<file path="src/rtl/i2c_target_responder_pkg.sv">
// rtl/i2c_target_responder_pkg.sv - shared types and widths for the i2c target responder
package i2c_pkg;

    localparam int I2C_ADDR_W = 7;
    localparam int I2C_BYTE_W = 8;

    typedef enum logic [2:0] {
        IDLE,
        ADDR,
        ADDR_ACK,
        WR_DATA,
        WR_ACK,
        RD_DATA,
        RD_ACK,
        IGNORE
    } i2c_tgt_state_e;

    // Address byte on the wire is {addr[6:0], r_w}
    function automatic logic [I2C_ADDR_W-1:0] addr_of(input logic [I2C_BYTE_W-1:0] b);
        return b[I2C_BYTE_W-1:1];
    endfunction

endpackage

</file>
<file path="src/rtl/i2c_target_responder_if.sv">
// rtl/i2c_target_responder_if.sv - i2c line, byte stream and debug signals of the target responder
interface i2c_target_responder_if;
    import i2c_pkg::*;

    logic                  scl_i;
    logic                  sda_i;
    logic                  sda_oe;
    logic [I2C_BYTE_W-1:0] rx_data;
    logic                  rx_valid;
    logic                  rx_ready;
    logic [I2C_BYTE_W-1:0] tx_data;
    logic                  tx_req;
    logic                  busy;
    logic [2:0]            dbg_bit_cnt;

    modport master (
        output scl_i, sda_i, rx_ready, tx_data,
        input  sda_oe, rx_data, rx_valid, tx_req, busy, dbg_bit_cnt
    );

    modport slave (
        input  scl_i, sda_i, rx_ready, tx_data,
        output sda_oe, rx_data, rx_valid, tx_req, busy, dbg_bit_cnt
    );

endinterface

</file>
<file path="src/rtl/i2c_target_responder_line_sync.sv">
// rtl/i2c_target_responder_line_sync.sv - scl/sda synchronizers with edge and START/STOP pulses
module i2c_line_sync #(
    parameter int SYNC_STAGES = 2
) (
    input  logic PCLK,
    input  logic PRESET,
    input  logic scl_i,
    input  logic sda_i,
    output logic scl_rise,
    output logic scl_fall,
    output logic start_det,
    output logic stop_det,
    output logic sda_lvl
);

    logic [SYNC_STAGES-1:0] scl_sync;
    logic [SYNC_STAGES-1:0] sda_sync;
    logic                   scl_s;
    logic                   sda_s;
    logic                   scl_d;
    logic                   sda_d;

    assign scl_s = scl_sync[SYNC_STAGES-1];
    assign sda_s = sda_sync[SYNC_STAGES-1];

    // Lines idle high, so the chain resets to 1 to avoid a phantom edge
    always_ff @(posedge PCLK or posedge PRESET) begin
        if (PRESET) begin
            scl_sync <= '1;
            sda_sync <= '1;
            scl_d    <= 1'b1;
            sda_d    <= 1'b1;
        end else begin
            scl_sync <= {scl_sync[SYNC_STAGES-2:0], scl_i};
            sda_sync <= {sda_sync[SYNC_STAGES-2:0], sda_i};
            scl_d    <= scl_s;
            sda_d    <= sda_s;
        end
    end

    always_ff @(posedge PCLK or posedge PRESET) begin
        if (PRESET) begin
            scl_rise  <= 1'b0;
            scl_fall  <= 1'b0;
            start_det <= 1'b0;
            stop_det  <= 1'b0;
            sda_lvl   <= 1'b1;
        end else begin
            scl_rise  <= scl_s & ~scl_d;
            scl_fall  <= ~scl_s & scl_d;
            start_det <= scl_s & scl_d & sda_d & ~sda_s;
            stop_det  <= scl_s & scl_d & ~sda_d & sda_s;
            sda_lvl   <= sda_s;
        end
    end

endmodule

</file>
<file path="src/rtl/i2c_target_responder.sv">
// rtl/i2c_target_responder.sv - i2c target: address match, write-byte stream out, read-byte fetch
module i2c_target_responder
    import i2c_pkg::*;
#(
    parameter logic [I2C_ADDR_W-1:0] TARGET_ADDR = 7'h55,
    parameter int                    SYNC_STAGES = 2
) (
    input  logic                  PCLK,
    input  logic                  PRESET,
    i2c_target_responder_if.slave bus
);

    logic scl_rise, scl_fall, start_det, stop_det, sda_lvl;

    i2c_line_sync #(.SYNC_STAGES(SYNC_STAGES)) u_line_sync (
        .PCLK      (PCLK),
        .PRESET    (PRESET),
        .scl_i     (bus.scl_i),
        .sda_i     (bus.sda_i),
        .scl_rise  (scl_rise),
        .scl_fall  (scl_fall),
        .start_det (start_det),
        .stop_det  (stop_det),
        .sda_lvl   (sda_lvl)
    );

    i2c_tgt_state_e        state, state_n;
    logic [2:0]            bit_cnt, bit_cnt_n, bit_cnt_dec;
    logic [I2C_BYTE_W-1:0] shreg, shreg_n, rx_byte;
    logic [I2C_BYTE_W-1:0] rx_data, rx_data_n;
    logic                  sda_oe, sda_oe_n;
    logic                  rx_valid, rx_valid_n;
    logic                  tx_req, tx_req_n;
    logic                  busy, busy_n;
    logic                  rw, rw_n;
    logic                  ack_ok, ack_ok_n;
    // phase marks the second half of an ack slot (ack driven, or master ACK seen)
    logic                  phase, phase_n;

    always_ff @(posedge PCLK or posedge PRESET) begin
        if (PRESET) begin
            state    <= IDLE;
            bit_cnt  <= 3'd7;
            shreg    <= '0;
            rx_data  <= '0;
            sda_oe   <= 1'b0;
            rx_valid <= 1'b0;
            tx_req   <= 1'b0;
            busy     <= 1'b0;
            rw       <= 1'b0;
            ack_ok   <= 1'b0;
            phase    <= 1'b0;
        end else begin
            state    <= state_n;
            bit_cnt  <= bit_cnt_n;
            shreg    <= shreg_n;
            rx_data  <= rx_data_n;
            sda_oe   <= sda_oe_n;
            rx_valid <= rx_valid_n;
            tx_req   <= tx_req_n;
            busy     <= busy_n;
            rw       <= rw_n;
            ack_ok   <= ack_ok_n;
            phase    <= phase_n;
        end
    end

    assign bit_cnt_dec = bit_cnt - 3'd1;
    assign rx_byte     = {shreg[I2C_BYTE_W-2:0], sda_lvl};

    always_comb begin
        state_n    = state;
        bit_cnt_n  = bit_cnt;
        shreg_n    = shreg;
        rx_data_n  = rx_data;
        sda_oe_n   = sda_oe;
        rx_valid_n = 1'b0;
        tx_req_n   = 1'b0;
        busy_n     = busy;
        rw_n       = rw;
        ack_ok_n   = ack_ok;
        phase_n    = phase;

        // tx_data is taken in the cycle the request strobe is high
        if (tx_req) begin
            shreg_n = bus.tx_data;
        end

        if (start_det) begin
            state_n   = ADDR;
            bit_cnt_n = 3'd7;
            sda_oe_n  = 1'b0;
            phase_n   = 1'b0;
        end else if (stop_det) begin
            state_n   = IDLE;
            bit_cnt_n = 3'd7;
            sda_oe_n  = 1'b0;
            busy_n    = 1'b0;
            phase_n   = 1'b0;
        end else begin
            case (state)
                ADDR: begin
                    if (scl_rise) begin
                        shreg_n   = rx_byte;
                        bit_cnt_n = bit_cnt_dec;
                        if (bit_cnt == 3'd0) begin
                            if (addr_of(rx_byte) == TARGET_ADDR) begin
                                state_n  = ADDR_ACK;
                                busy_n   = 1'b1;
                                rw_n     = rx_byte[0];
                                tx_req_n = rx_byte[0];
                            end else begin
                                state_n = IGNORE;
                                busy_n  = 1'b0;
                            end
                        end
                    end
                end
                ADDR_ACK: begin
                    if (scl_fall) begin
                        if (!phase) begin
                            sda_oe_n = 1'b1;
                            phase_n  = 1'b1;
                        end else begin
                            phase_n   = 1'b0;
                            bit_cnt_n = 3'd7;
                            if (rw) begin
                                sda_oe_n = ~shreg[7];
                                state_n  = RD_DATA;
                            end else begin
                                sda_oe_n = 1'b0;
                                state_n  = WR_DATA;
                            end
                        end
                    end
                end
                WR_DATA: begin
                    if (scl_rise) begin
                        shreg_n   = rx_byte;
                        bit_cnt_n = bit_cnt_dec;
                        if (bit_cnt == 3'd0) begin
                            ack_ok_n = bus.rx_ready;
                            state_n  = WR_ACK;
                            if (bus.rx_ready) begin
                                rx_data_n  = rx_byte;
                                rx_valid_n = 1'b1;
                            end
                        end
                    end
                end
                WR_ACK: begin
                    if (scl_fall) begin
                        if (!phase) begin
                            sda_oe_n = ack_ok;
                            phase_n  = 1'b1;
                        end else begin
                            sda_oe_n  = 1'b0;
                            phase_n   = 1'b0;
                            bit_cnt_n = 3'd7;
                            state_n   = WR_DATA;
                        end
                    end
                end
                RD_DATA: begin
                    if (scl_fall) begin
                        if (bit_cnt == 3'd0) begin
                            sda_oe_n  = 1'b0;
                            bit_cnt_n = 3'd7;
                            state_n   = RD_ACK;
                        end else begin
                            sda_oe_n  = ~shreg[bit_cnt_dec];
                            bit_cnt_n = bit_cnt_dec;
                        end
                    end
                end
                RD_ACK: begin
                    if (scl_rise && !phase) begin
                        if (!sda_lvl) begin
                            tx_req_n = 1'b1;
                            phase_n  = 1'b1;
                        end else begin
                            state_n = IGNORE;
                        end
                    end else if (scl_fall && phase) begin
                        sda_oe_n  = ~shreg[7];
                        phase_n   = 1'b0;
                        bit_cnt_n = 3'd7;
                        state_n   = RD_DATA;
                    end
                end
                IGNORE: begin
                    sda_oe_n = 1'b0;
                end
                default: begin
                    sda_oe_n = 1'b0;
                end
            endcase
        end
    end

    assign bus.sda_oe      = sda_oe;
    assign bus.rx_data     = rx_data;
    assign bus.rx_valid    = rx_valid;
    assign bus.tx_req      = tx_req;
    assign bus.busy        = busy;
    assign bus.dbg_bit_cnt = bit_cnt;

endmodule

</file>
<file path="src/flat_wrapper.sv">
// flat-port wrapper written by rule: the top's interface ports become plain ports
module i2c_target_responder_flat import i2c_pkg::*;
#(
    parameter logic [I2C_ADDR_W-1:0] TARGET_ADDR = 7'h55,
    parameter int                    SYNC_STAGES = 2
)
  (PCLK, PRESET, bus_scl_i, bus_sda_i, bus_rx_ready, bus_tx_data, bus_sda_oe, bus_rx_data, bus_rx_valid, bus_tx_req, bus_busy, bus_dbg_bit_cnt);
  i2c_target_responder_if bus_i ();
  input  logic PCLK;
  input  logic PRESET;
  input wire logic [$bits(bus_i.scl_i)-1:0] bus_scl_i;
  input wire logic [$bits(bus_i.sda_i)-1:0] bus_sda_i;
  input wire logic [$bits(bus_i.rx_ready)-1:0] bus_rx_ready;
  input wire logic [$bits(bus_i.tx_data)-1:0] bus_tx_data;
  output wire logic [$bits(bus_i.sda_oe)-1:0] bus_sda_oe;
  output wire logic [$bits(bus_i.rx_data)-1:0] bus_rx_data;
  output wire logic [$bits(bus_i.rx_valid)-1:0] bus_rx_valid;
  output wire logic [$bits(bus_i.tx_req)-1:0] bus_tx_req;
  output wire logic [$bits(bus_i.busy)-1:0] bus_busy;
  output wire logic [$bits(bus_i.dbg_bit_cnt)-1:0] bus_dbg_bit_cnt;
  assign bus_i.scl_i = bus_scl_i;
  assign bus_i.sda_i = bus_sda_i;
  assign bus_i.rx_ready = bus_rx_ready;
  assign bus_i.tx_data = bus_tx_data;
  assign bus_sda_oe = bus_i.sda_oe;
  assign bus_rx_data = bus_i.rx_data;
  assign bus_rx_valid = bus_i.rx_valid;
  assign bus_tx_req = bus_i.tx_req;
  assign bus_busy = bus_i.busy;
  assign bus_dbg_bit_cnt = bus_i.dbg_bit_cnt;
  i2c_target_responder #(.TARGET_ADDR(TARGET_ADDR), .SYNC_STAGES(SYNC_STAGES)) u_core (.PCLK(PCLK), .PRESET(PRESET), .bus(bus_i));
endmodule
</file>
<file path="config.mk">
export PLATFORM = sky130hd
export DESIGN_NAME = i2c_target_responder_flat
export DESIGN_NICKNAME = d
export VERILOG_FILES = /design/src/rtl/i2c_target_responder_pkg.sv /design/src/rtl/i2c_target_responder_if.sv /design/src/rtl/i2c_target_responder_line_sync.sv /design/src/rtl/i2c_target_responder.sv /design/src/flat_wrapper.sv
export SDC_FILE = /design/constraint.sdc
export NUM_CORES = 1
export LEC_CHECK = 0
export ABC_AREA = 1
export BUFFER_PORTS_ARGS = -buffer_cell sky130_fd_sc_hd__buf_4
export CAP_MARGIN = 20
export CORE_UTILIZATION = 25
export DETAILED_ROUTE_END_ITERATION = 10
export GPL_ROUTABILITY_DRIVEN = 0
export HOLD_SLACK_MARGIN = 0.12
export PLACE_DENSITY = 0.52
export SETUP_SLACK_MARGIN = 0.05
export SYNTH_ARGS = -nofsm -noshare
export SYNTH_HDL_FRONTEND = slang
export SYNTH_SLANG_ARGS = --single-unit
</file>
<file path="constraint.sdc">
create_clock -name PCLK -period 4.4 [get_ports PCLK]
set_input_delay 0.66 -clock PCLK [delete_from_list [all_inputs] [get_ports PCLK]]
set_output_delay 0.66 -clock PCLK [all_outputs]
set_load 0.01 [all_outputs]
</file>
==> out/qor.yml, run 1 <==
synth:
  syn_inst: 288
  synth_top_area_cell: "dfrtp_1"
  yosys.cell_types.count: 30
  synth_top_area_share: 0.3398
  async_flop_share: 1.000
  ys_seq_area_frac: 0.4468
  ys_seq_elements: 39
  yosys-top-cells-area: "dfrtp_1 (34%), nand2_1 (14%), dfstp_2 (11%)"
  synth-edff-count: 0
  syn_avg_cell_area_um2: 7.672
  synthFlopType: "dfrtp_1"
  synth_area_mm2: 0.002210
  yosysWarnings: 0
  syn_nets: 303
worst_setup_path:
  required_ns: 4.64
  path_class: "reg -> reg"
  crit_path_start_kind: "flip-flop"
  crit_fanout: 9
  end_kind: "flip-flop"
  critPathArrivalTime_ns: 2.12
cells_and_area:
  drive_gt1_frac: 0.2342
  layout_commonest_cell: "nand2_1"
  nNetsFinal: 330
  fill_cells: 919
  diodes: 0
  final_cell_area_mm2: 0.002586
  area.sequential_um2: 987.2
  most-common-layout-cells: "nand2_1 (85), inv_1 (32), dfrtp_1 (30)"
  multi_input_area_mm2: 0.001006
  area_growth_pct: 17.04
detailed_routing:
  drt-initial-drc-count: 114
  ant_nets: 0
  routed_wl_um: 4893
  dr.pass1.iters: 4
  via_per_inst: 4.511
  via_count: 1899
  drc: 0
  routedWlPerCell_um: 11.62
timing:
  setup_viol: 0
  worstMarginPinSlew_ns: 0.4973
  hold_violations: 0
  finClkSkew_ns: 0.009650
  timing.slew.headroom: 0.6685
  drv_slew: 0
  min_period_over_period: 0.4293
  tns_ns: 0
  rsz0062_at_grt: "no"
  final.min_clock_period_ns: 1.889
  max_freq_mhz: 529.4
clocking:
  cts-buffers-inserted: 5
  clk_pin_slew_ns: 0.09
  cts_tree: "yes"
  insertion_delay_ns: 0.29
  htree_levels: 2
  clock_path_buffers: 2
  cts_root_buf: "clkbuf_8"
  cts_resized: 0
  post_cts.repair.setup_buffers: 0
  hold_buffers: 0
  clkSinkCount: 39
pwr:
  clockPowerShare: 0.172
  switchingPower_uw: 781.1
  leakage_nw: 1.303
  swShare: 0.4455
  power_density_mw_per_mm2: 678.0
  p_int_uw: 972.3
  p_comb_frac: 0.486
  vdd_drop_max_mv: 0.2495
  p_seq_frac: 0.342
floorplanning:
  fp.coreArea_mm2: 0.008382
  dieArea_mm2: 0.009219
  rows: 33
  die_w_um: 96.02
  fp.dieH_um: 96.02
  initial_utilization: 0.2636
  num_io_pins: 28
global_route:
  grt_pass1_wl_um: 8493
  grt.busiest_layer: "met1"
  antenna_found_initial: 0
  grt_pass1_vias: 1766
  use_met1: 0.1758
  overflow: 0
  grt_max_degree: 40
  use_met3: 0.02370
  track_usage: 0.1198
  use_met2: 0.1749
run:
  maxCapViolations: 0
place:
  placed_area_mm2: 0.002476
  numPortBuffers: 27
  place.detailed.hpwl_um: 3652
status:
  outcome: "complete, no violations"
hold_path:
  min_path_type: "reg -> reg"
==> state kept, by name (all words and copies together), names as in the netlist <==
name,cells
u_core.u_line_sync.scl_rise,1
u_core.u_line_sync.scl_sync,2
u_core.rw,1
u_core.bus.sda_oe,1
u_core.u_line_sync.stop_det,1
u_core.u_line_sync.scl_d,1
u_core.ack_ok,1
u_core.state,3
u_core.shreg,8
u_core.bus.rx_data,8
u_core.bus.tx_req,1
u_core.bus.dbg_bit_cnt,3
u_core.u_line_sync.scl_fall,1
u_core.u_line_sync.start_det,1
u_core.bus.rx_valid,1
u_core.bus.busy,1
u_core.u_line_sync.sda_d,1
u_core.phase,1
u_core.u_line_sync.sda_sync,2
==> per-stage QoR <==
step	hold WS (ns)	power, mW	util	std cells	setup WS, ns
floorplan	0.3452	1.260	-	288	2.587
global route	0.3619	1.926	0.3086	421	2.342
CTS	0.3612	1.770	0.3086	421	2.545
global placement	0.3462	1.458	0.2954	413	2.558
detailed placement	0.3491	1.455	0.2954	413	2.544
finish	0.3581	1.753	0.3086	421	2.511
==> cells in the mapped netlist, types with 2 or more instances <==
master and n:
nor2_2 4, o21ai_2 8, nand3_2 2, nand2_1 85
dfrtp_1 30, o21ai_0 24, nor2_1 27, nand3_1 26
inv_1 32, buf_6 6, inv_2 4, ha_1 2
nand2_2 5, nor3_1 2, dfstp_2 9, a21oi_1 7
clkbuf_1 2
==> layout make-up <==
class                   count  area share
clock inverters             2     0.01451
clock buffers               6     0.02806
flip-flops and latches     39      0.3817
repair buffers             28     0.08128
multi-input cells         204      0.3890
inverters                  37     0.05467
well taps                 105     0.05080
==> layer usage <==
| metal | vias up | wire length, um | share of wire |
|---|---|---|---|
| met2 | 37 | 2115 | 0.43 |
| met4 | 0 | 55 | 0.011 |
| met3 | 6 | 165 | 0.034 |
| met1 | 881 | 2557 | 0.52 |
| met5 | - | 0 | 0 |
| li1 | 975 | - | - |
==> worst max-delay path: stages (launching register included) <==
cell and delay [ns]:
dfstp_2 0.63, inv_1 0.12, ha_1 0.21, nand2_1 0.21
nand3_1 0.14, nand2_1 0.09, nor2_1 0.04, nand2_1 0.09
nand2_1 0.06, nand2_1 0.11, nand2_1 0.06, nand2_1 0.07
==> final timing paths <==
path                       cells past startpoint                             end  slack, ns                           start
setup / recovery                              11                 u_core.state[1]       2.51       u_core.bus.dbg_bit_cnt[0]
hold / removal                                 0  u_core.u_line_sync.sda_sync[1]       0.36  u_core.u_line_sync.sda_sync[0]
setup reg to reg                              11                 u_core.state[1]       2.51       u_core.bus.dbg_bit_cnt[0]
hold reg to reg                                0  u_core.u_line_sync.sda_sync[1]       0.36  u_core.u_line_sync.sda_sync[0]
max in group asynchronous                      3       u_core.bus.dbg_bit_cnt[0]       3.54                          PRESET
min in group asynchronous                      3                 u_core.bus.busy       0.48                          PRESET
==> cells by family after synthesis <==
logic type	Yosys count	share of synthesized area
DFF	39	0.4468
and+or+nand+nor	157	0.3182
AOI/OAI and AO/OA	44	0.1217
xor gates and xnor gates	1	0.003964
buffers and inverters	45	0.09796
adders and majority gates	2	0.01132
==> power by group through the flow <==
stage | Clock, mW | Combinational, mW | Sequential (mW)
2_1_floorplan | 0 | 0.705 | 0.555
3_3_place_gp | 0 | 0.854 | 0.604
3_5_place_dp | 0 | 0.853 | 0.603
4_1_cts | 0.315 | 0.858 | 0.598
5_1_grt | 0.330 | 0.979 | 0.617
6_report | 0.302 | 0.852 | 0.600
Power figures use the tool's default switching activity.
==> inputs of run 2 (changes only) <==
--- a/config.mk
+++ b/config.mk
@@ -12,7 +12,7 @@
 export DETAILED_ROUTE_END_ITERATION = 10
 export GPL_ROUTABILITY_DRIVEN = 0
 export HOLD_SLACK_MARGIN = 0.12
-export PLACE_DENSITY = 0.52
+export PLACE_DENSITY = 0.53
 export SETUP_SLACK_MARGIN = 0.05
 export SYNTH_ARGS = -nofsm -noshare
 export SYNTH_HDL_FRONTEND = slang
==> constraint.sdc (replaced) <==
create_clock -name PCLK -period 1.5 [get_ports PCLK]
set_input_delay 0.225 -clock PCLK [delete_from_list [all_inputs] [get_ports PCLK]]
set_output_delay 0.225 -clock PCLK [all_outputs]
set_load 0.01 [all_outputs]
==> run 2 against run 1 <==
The run now ends with setup timing left. Power rose to 3.2 times the previous value. Combinational power rose to 3.8 times the previous value. Sequential share of layout area fell by 4.4 points. Count of clock-buffer cells in the layout fell by 1. Non-clock buffer count rose by 28. Core utilization rose by 4.2 points. First-iteration DRC count rose by 21%. Hold slack got worse by 0.17 ns. Register-to-register slack got worse by 2.6 ns. Clock power rose to 2.5 times the previous value. Wire length rose by 8.4%. Worst setup slack got worse by 2.6 ns. Critical path type unchanged. Largest cell class unchanged. Largest power group unchanged. Highest routed layer unchanged.
==> out/qor.yml, run 2 (synthesis results as in run 1) <==
status:
  outcome: "finished with violations"
  violations: "setup timing"
floorplanning:
  num_io_pins: 28
  fp.dieH_um: 96.02
  initial_utilization: 0.2636
  dieArea_mm2: 0.009219
  rows: 33
  die_w_um: 96.02
  fp.coreArea_mm2: 0.008382
worst_setup_path:
  reg2reg_slack_ns: -0.07
  rr_worst_depth: 8
  end_kind: "flip-flop"
  required_ns: 1.70
  timing.rr.start: "u_core.bus.dbg_bit_cnt[1]"
  r2r_end: "u_core.bus.rx_data[0]"
  crit_fanout: 17
  crit_path_start_kind: "flip-flop"
  critPathArrivalTime_ns: 1.76
  path_class: "reg -> reg"
run:
  maxCapViolations: 0
timing:
  whs_ns: 0.1879
  timing.slew.headroom: 0.6659
  max_freq_mhz: 638.5
  min_period_over_period: 1.044
  tns_ns: -0.4938
  final.min_clock_period_ns: 1.566
  worstMarginPinSlew_ns: 0.5011
  setup_ws_ns: -0.06623
  setup_viol: 8
  drv_slew: 0
  hold_violations: 0
  finClkSkew_ns: 0.01011
  rsz0062_at_grt: "yes"
global_route:
  grt_pass1_vias: 1920
  overflow: 0
  antenna_found_initial: 0
  track_usage: 0.1292
  grt_max_degree: 40
  grt_pass1_wl_um: 9121
detailed_routing:
  routed_wl_um: 5305
  routedWlPerCell_um: 11.82
  ant_nets: 0
  drc: 0
  via_count: 1992
  dr.pass1.iters: 4
  via_per_inst: 4.437
  drt-initial-drc-count: 138
cells_and_area:
  fill_cells: 899
  nNetsFinal: 358
  final_cell_area_mm2: 0.002935
  most-common-layout-cells: "nand2_1 (75), buf_4 (49), inv_1 (29)"
  layout_commonest_cell: "nand2_1"
  fin_util: 0.3502
  area_growth_pct: 32.84
  drive_gt1_frac: 0.3721
  final_cells: 449
  diodes: 0
  top_regs: "u_core.bus.rx_data (8), u_core.shreg (8)"
hold_path:
  hold_depth: 3
  min_path_type: "in -> reg"
  hold_end: "u_core.ack_ok"
  holdCritStartpoint: "bus_rx_ready"
pwr:
  p_total_mw: 5.669
  power_density_mw_per_mm2: 1931
  leakage_nw: 1.454
  vdd_drop_max_mv: 0.7144
clocking:
  clock_path_buffers: 2
  cts_tree: "yes"
  cts_root_buf: "clkbuf_8"
  clkSinkCount: 39
  insertion_delay_ns: 0.30
  clk_pin_slew_ns: 0.09
  htree_levels: 2
  cts-buffers-inserted: 5
place:
  place_ws_ns: -0.08832
  place.detailed.hpwl_um: 3931
  placed_area_mm2: 0.002710
  numPortBuffers: 27
  place_inst: 434
[run 2: cell types whose count changed in the layout (fill, tap and decap cells not counted), moves of 4 or more]
cell / before / now
buf_4: 28 / 49
nand2_1: 85 / 75
nand2_2: 5 / 14
o21ai_0: 24 / 19
o21ai_1: 0 / 4
[run 2: timing repair]
item                                    in CTS  in global routing
endpoints found under the hold margin       32                  0
hold buffers                                 3                  0
gates resized for setup                     12                 15
pin swaps                                    6                  5
buffers inserted                             1                  3
endpoints found under the setup margin      18                 26
[run 2: worst max path at each step]
| stage | from | end | slack, ns |
|---|---|---|---|
| after floorplan | u_core.bus.dbg_bit_cnt[0] | u_core.state[2] | -0.02 |
| after global placement | u_core.u_line_sync.start_det | u_core.bus.rx_data[7] | -0.07 |
| after detailed placement | u_core.u_line_sync.stop_det | u_core.bus.rx_data[7] | -0.09 |
| after CTS | u_core.bus.dbg_bit_cnt[1] | u_core.bus.rx_data[6] | -0.06 |
| after global routing | u_core.bus.dbg_bit_cnt[1] | u_core.bus.rx_data[6] | -0.13 |
| final | u_core.bus.dbg_bit_cnt[1] | u_core.bus.rx_data[0] | -0.07 |
[run 2: worst max-delay path, cell delays in order, from the launching register on]
cell	delay (ns)
dfstp_2	0.38
inv_2	0.08
ha_4	0.14
nand2_4	0.07
nor4_4	0.37
nand2_2	0.12
buf_12	0.18
nand2_1	0.07
o21ai_2	0.05
[run 2: per-layer routing]
layer / track usage / up-vias / wire length [um]
met1: 0.1826 / 916 / 2721
met5: 0 / - / 0
li1: - / 1021 / -
met4: 0.03980 / 0 / 43
met2: 0.1986 / 51 / 2307
met3: 0.02370 / 4 / 232
[run 2: power breakdown]
| part | internal, mW | switching (mW) |
|---|---|---|
| Clock | 0.333 | 0.428 |
| Combinational | 1.38 | 1.84 |
| Sequential | 1.40 | 0.289 |
| Total | 3.11 | 2.56 |
[run 2: layout make-up]
class                      instances  area [um^2]  area share
clock buffer                       5        68.82     0.02344
clock inverter                     3        23.77    0.008099
inverter                          37        146.4     0.04987
multi-input combinational        204         1105      0.3764
sequential                        39        991.0      0.3376
tap                              105        131.4     0.04476
timing repair buffer              56        469.2      0.1598
==> inputs of run 3 (changes only) <==
--- a/config.mk
+++ b/config.mk
@@ -9,8 +9,8 @@
 export BUFFER_PORTS_ARGS = -buffer_cell sky130_fd_sc_hd__buf_4
 export CAP_MARGIN = 20
 export CORE_UTILIZATION = 25
+export CTS_BUF_LIST = sky130_fd_sc_hd__clkbuf_2 sky130_fd_sc_hd__clkbuf_4 sky130_fd_sc_hd__clkbuf_8
 export DETAILED_ROUTE_END_ITERATION = 10
-export GPL_ROUTABILITY_DRIVEN = 0
 export HOLD_SLACK_MARGIN = 0.12
 export PLACE_DENSITY = 0.53
 export SETUP_SLACK_MARGIN = 0.05
==> constraint.sdc (replaced) <==
create_clock -name PCLK -period 1.5 [get_ports PCLK]
set_input_delay 0.075 -clock PCLK [delete_from_list [all_inputs] [get_ports PCLK]]
set_output_delay 0.075 -clock PCLK [all_outputs]
set_load 0.01 [all_outputs]
==> run 3 against run 2 <==
The run now ends clean. Count of clock-buffer cells in the layout grew 1. Sequential power about the same. Combinational power grew 14%. Power rose by 10%. First-iteration DRC count shrank 24%. Wire length rose by 7.4%. Global-route usage increased by 0.70 points. Sequential share of layout area down 3.0 points. Hold slack better by 0.17 ns. Via count increased by 5.0%.
==> out/qor.yml, run 3 (synthesis results as in run 1) <==
status:
  outcome: "complete, no violations"
timing:
  hold_violations: 0
  drv_slew: 0
  rsz0062_at_grt: "yes"
  min_period_over_period: 0.9898
  worstMarginPinSlew_ns: 0.4986
  whs_ns: 0.3573
  timing.slew.headroom: 0.6676
  setup_viol: 0
  max_freq_mhz: 673.5
  setup_ws_ns: 0.01528
  finClkSkew_ns: 0.01166
  final.min_clock_period_ns: 1.485
run:
  maxCapViolations: 0
pwr:
  vdd_drop_max_mv: 0.6567
  leakage_nw: 1.580
  power_density_mw_per_mm2: 1940
  p_total_mw: 6.250
clocking:
  clkSinkCount: 39
  insertion_delay_ns: 0.30
  cts_tree: "yes"
  clock_path_buffers: 2
  cts-buffers-inserted: 5
  cts_root_buf: "clkbuf_8"
  clk_pin_slew_ns: 0.09
  htree_levels: 2
worst_setup_path:
  timing.rr.start: "u_core.bus.dbg_bit_cnt[0]"
  required_ns: 1.74
  critPathArrivalTime_ns: 1.72
  path_class: "reg -> reg"
  r2r_end: "u_core.state[2]"
  rr_worst_depth: 11
  crit_fanout: 4
  crit_path_start_kind: "flip-flop"
  end_kind: "flip-flop"
  reg2reg_slack_ns: 0.02
global_route:
  overflow: 0
  grt_pass1_wl_um: 9535
  grt_pass1_vias: 1947
  antenna_found_initial: 0
  track_usage: 0.1362
  grt_max_degree: 40
place:
  numPortBuffers: 27
  place.detailed.hpwl_um: 4142
  place.gp.congestion: 0.8615
  place_inst: 439
  place_ws_ns: -0.03221
cells_and_area:
  nNetsFinal: 378
  final_cells: 469
  top_regs: "u_core.bus.rx_data (8), u_core.shreg (8)"
  most-common-layout-cells: "nand2_1 (74), buf_4 (58), inv_1 (29)"
  area_growth_pct: 45.81
  layout_commonest_cell: "nand2_1"
  drive_gt1_frac: 0.3956
  diodes: 0
floorplanning:
  initial_utilization: 0.2636
  fp.dieH_um: 96.02
  dieArea_mm2: 0.009219
  die_w_um: 96.02
  rows: 33
  num_io_pins: 28
  fp.coreArea_mm2: 0.008382
detailed_routing:
  routedWlPerCell_um: 12.15
  via_count: 2092
  ant_nets: 0
  drc: 0
  dr.pass1.iters: 4
  drt-initial-drc-count: 105
  routed_wl_um: 5700
  via_per_inst: 4.461
hold_path:
  min_path_type: "reg -> reg"
  hold_depth: 0
  holdCritStartpoint: "u_core.u_line_sync.scl_sync[0]"
  hold_end: "u_core.u_line_sync.scl_sync[1]"
==> run 3: layout make-up <==
cell class | instances | area, um^2
timing repair buffer | 76 | 649.4
sequential | 39 | 991.0
tap | 105 | 131.4
clock inverter | 2 | 37.54
clock buffer | 6 | 76.32
fill | 841 | 5160
multi-input combinational | 204 | 1187
inverter | 37 | 148.9
==> run 3: critical path, cell delays in order (launching register included) <==
cell     delay (ns)
dfstp_2        0.57
inv_6          0.05
ha_4           0.15
nand2_4        0.09
nand2_2        0.09
nor2_1         0.09
nor2_1         0.05
nand2_1        0.09
nand2_1        0.07
nand2_2        0.07
nand2_1        0.06
nand2_1        0.05
==> run 3: how the worst max path moves through the flow <==
stage	slack, ns	end	start	depth (start not counted)
detailed placement	-0.03	u_core.rw	u_core.bus.dbg_bit_cnt[1]	7
global placement	-0.03	u_core.phase	u_core.state[0]	8
floorplan	-0.02	u_core.state[2]	u_core.bus.dbg_bit_cnt[0]	12
finish	0.02	u_core.state[2]	u_core.bus.dbg_bit_cnt[0]	11
global route	-0.09	u_core.bus.sda_oe	u_core.bus.dbg_bit_cnt[0]	9
CTS	0.02	u_core.bus.sda_oe	u_core.bus.dbg_bit_cnt[0]	9
==> run 3: timing repair <==
action,4_1_cts,5_1_grt
setup buffers,4,6
resized for setup,9,39
endpoints found under the hold margin,41,0
hold buffers,12,0
endpoints found under the setup margin,19,19
pin swaps,6,10
==> run 3: report_power, final <==
part / leakage [nW] / switching, mW / internal (mW)
clock network: 0.0548 / 0.403 / 0.515
registers: 0.481 / 0.271 / 1.40
logic: 1.04 / 2.06 / 1.60
total: 1.58 / 2.74 / 3.51
==> run 3: per-layer routing <==
metal / vias to the layer above / GRT usage / share of wire
met1: 987 / 0.1968 / 0.49
met5: - / 0 / 0
li1: 1070 / - / -
met4: 0 / 0.04104 / 0.012
met2: 30 / 0.2033 / 0.46
met3: 5 / 0.02686 / 0.037
==> run 3: through the flow <==
step / util / instance area, um^2 / TNS [ns]
after CTS: 0.3627 / 3040 / 0
after floorplan: - / 2258 / -0.07746
after global routing: 0.3844 / 3222 / -0.4628
after global placement: 0.3278 / 2748 / -0.03418
after detailed placement: 0.3278 / 2748 / -0.09115
final: 0.3844 / 3222 / 0
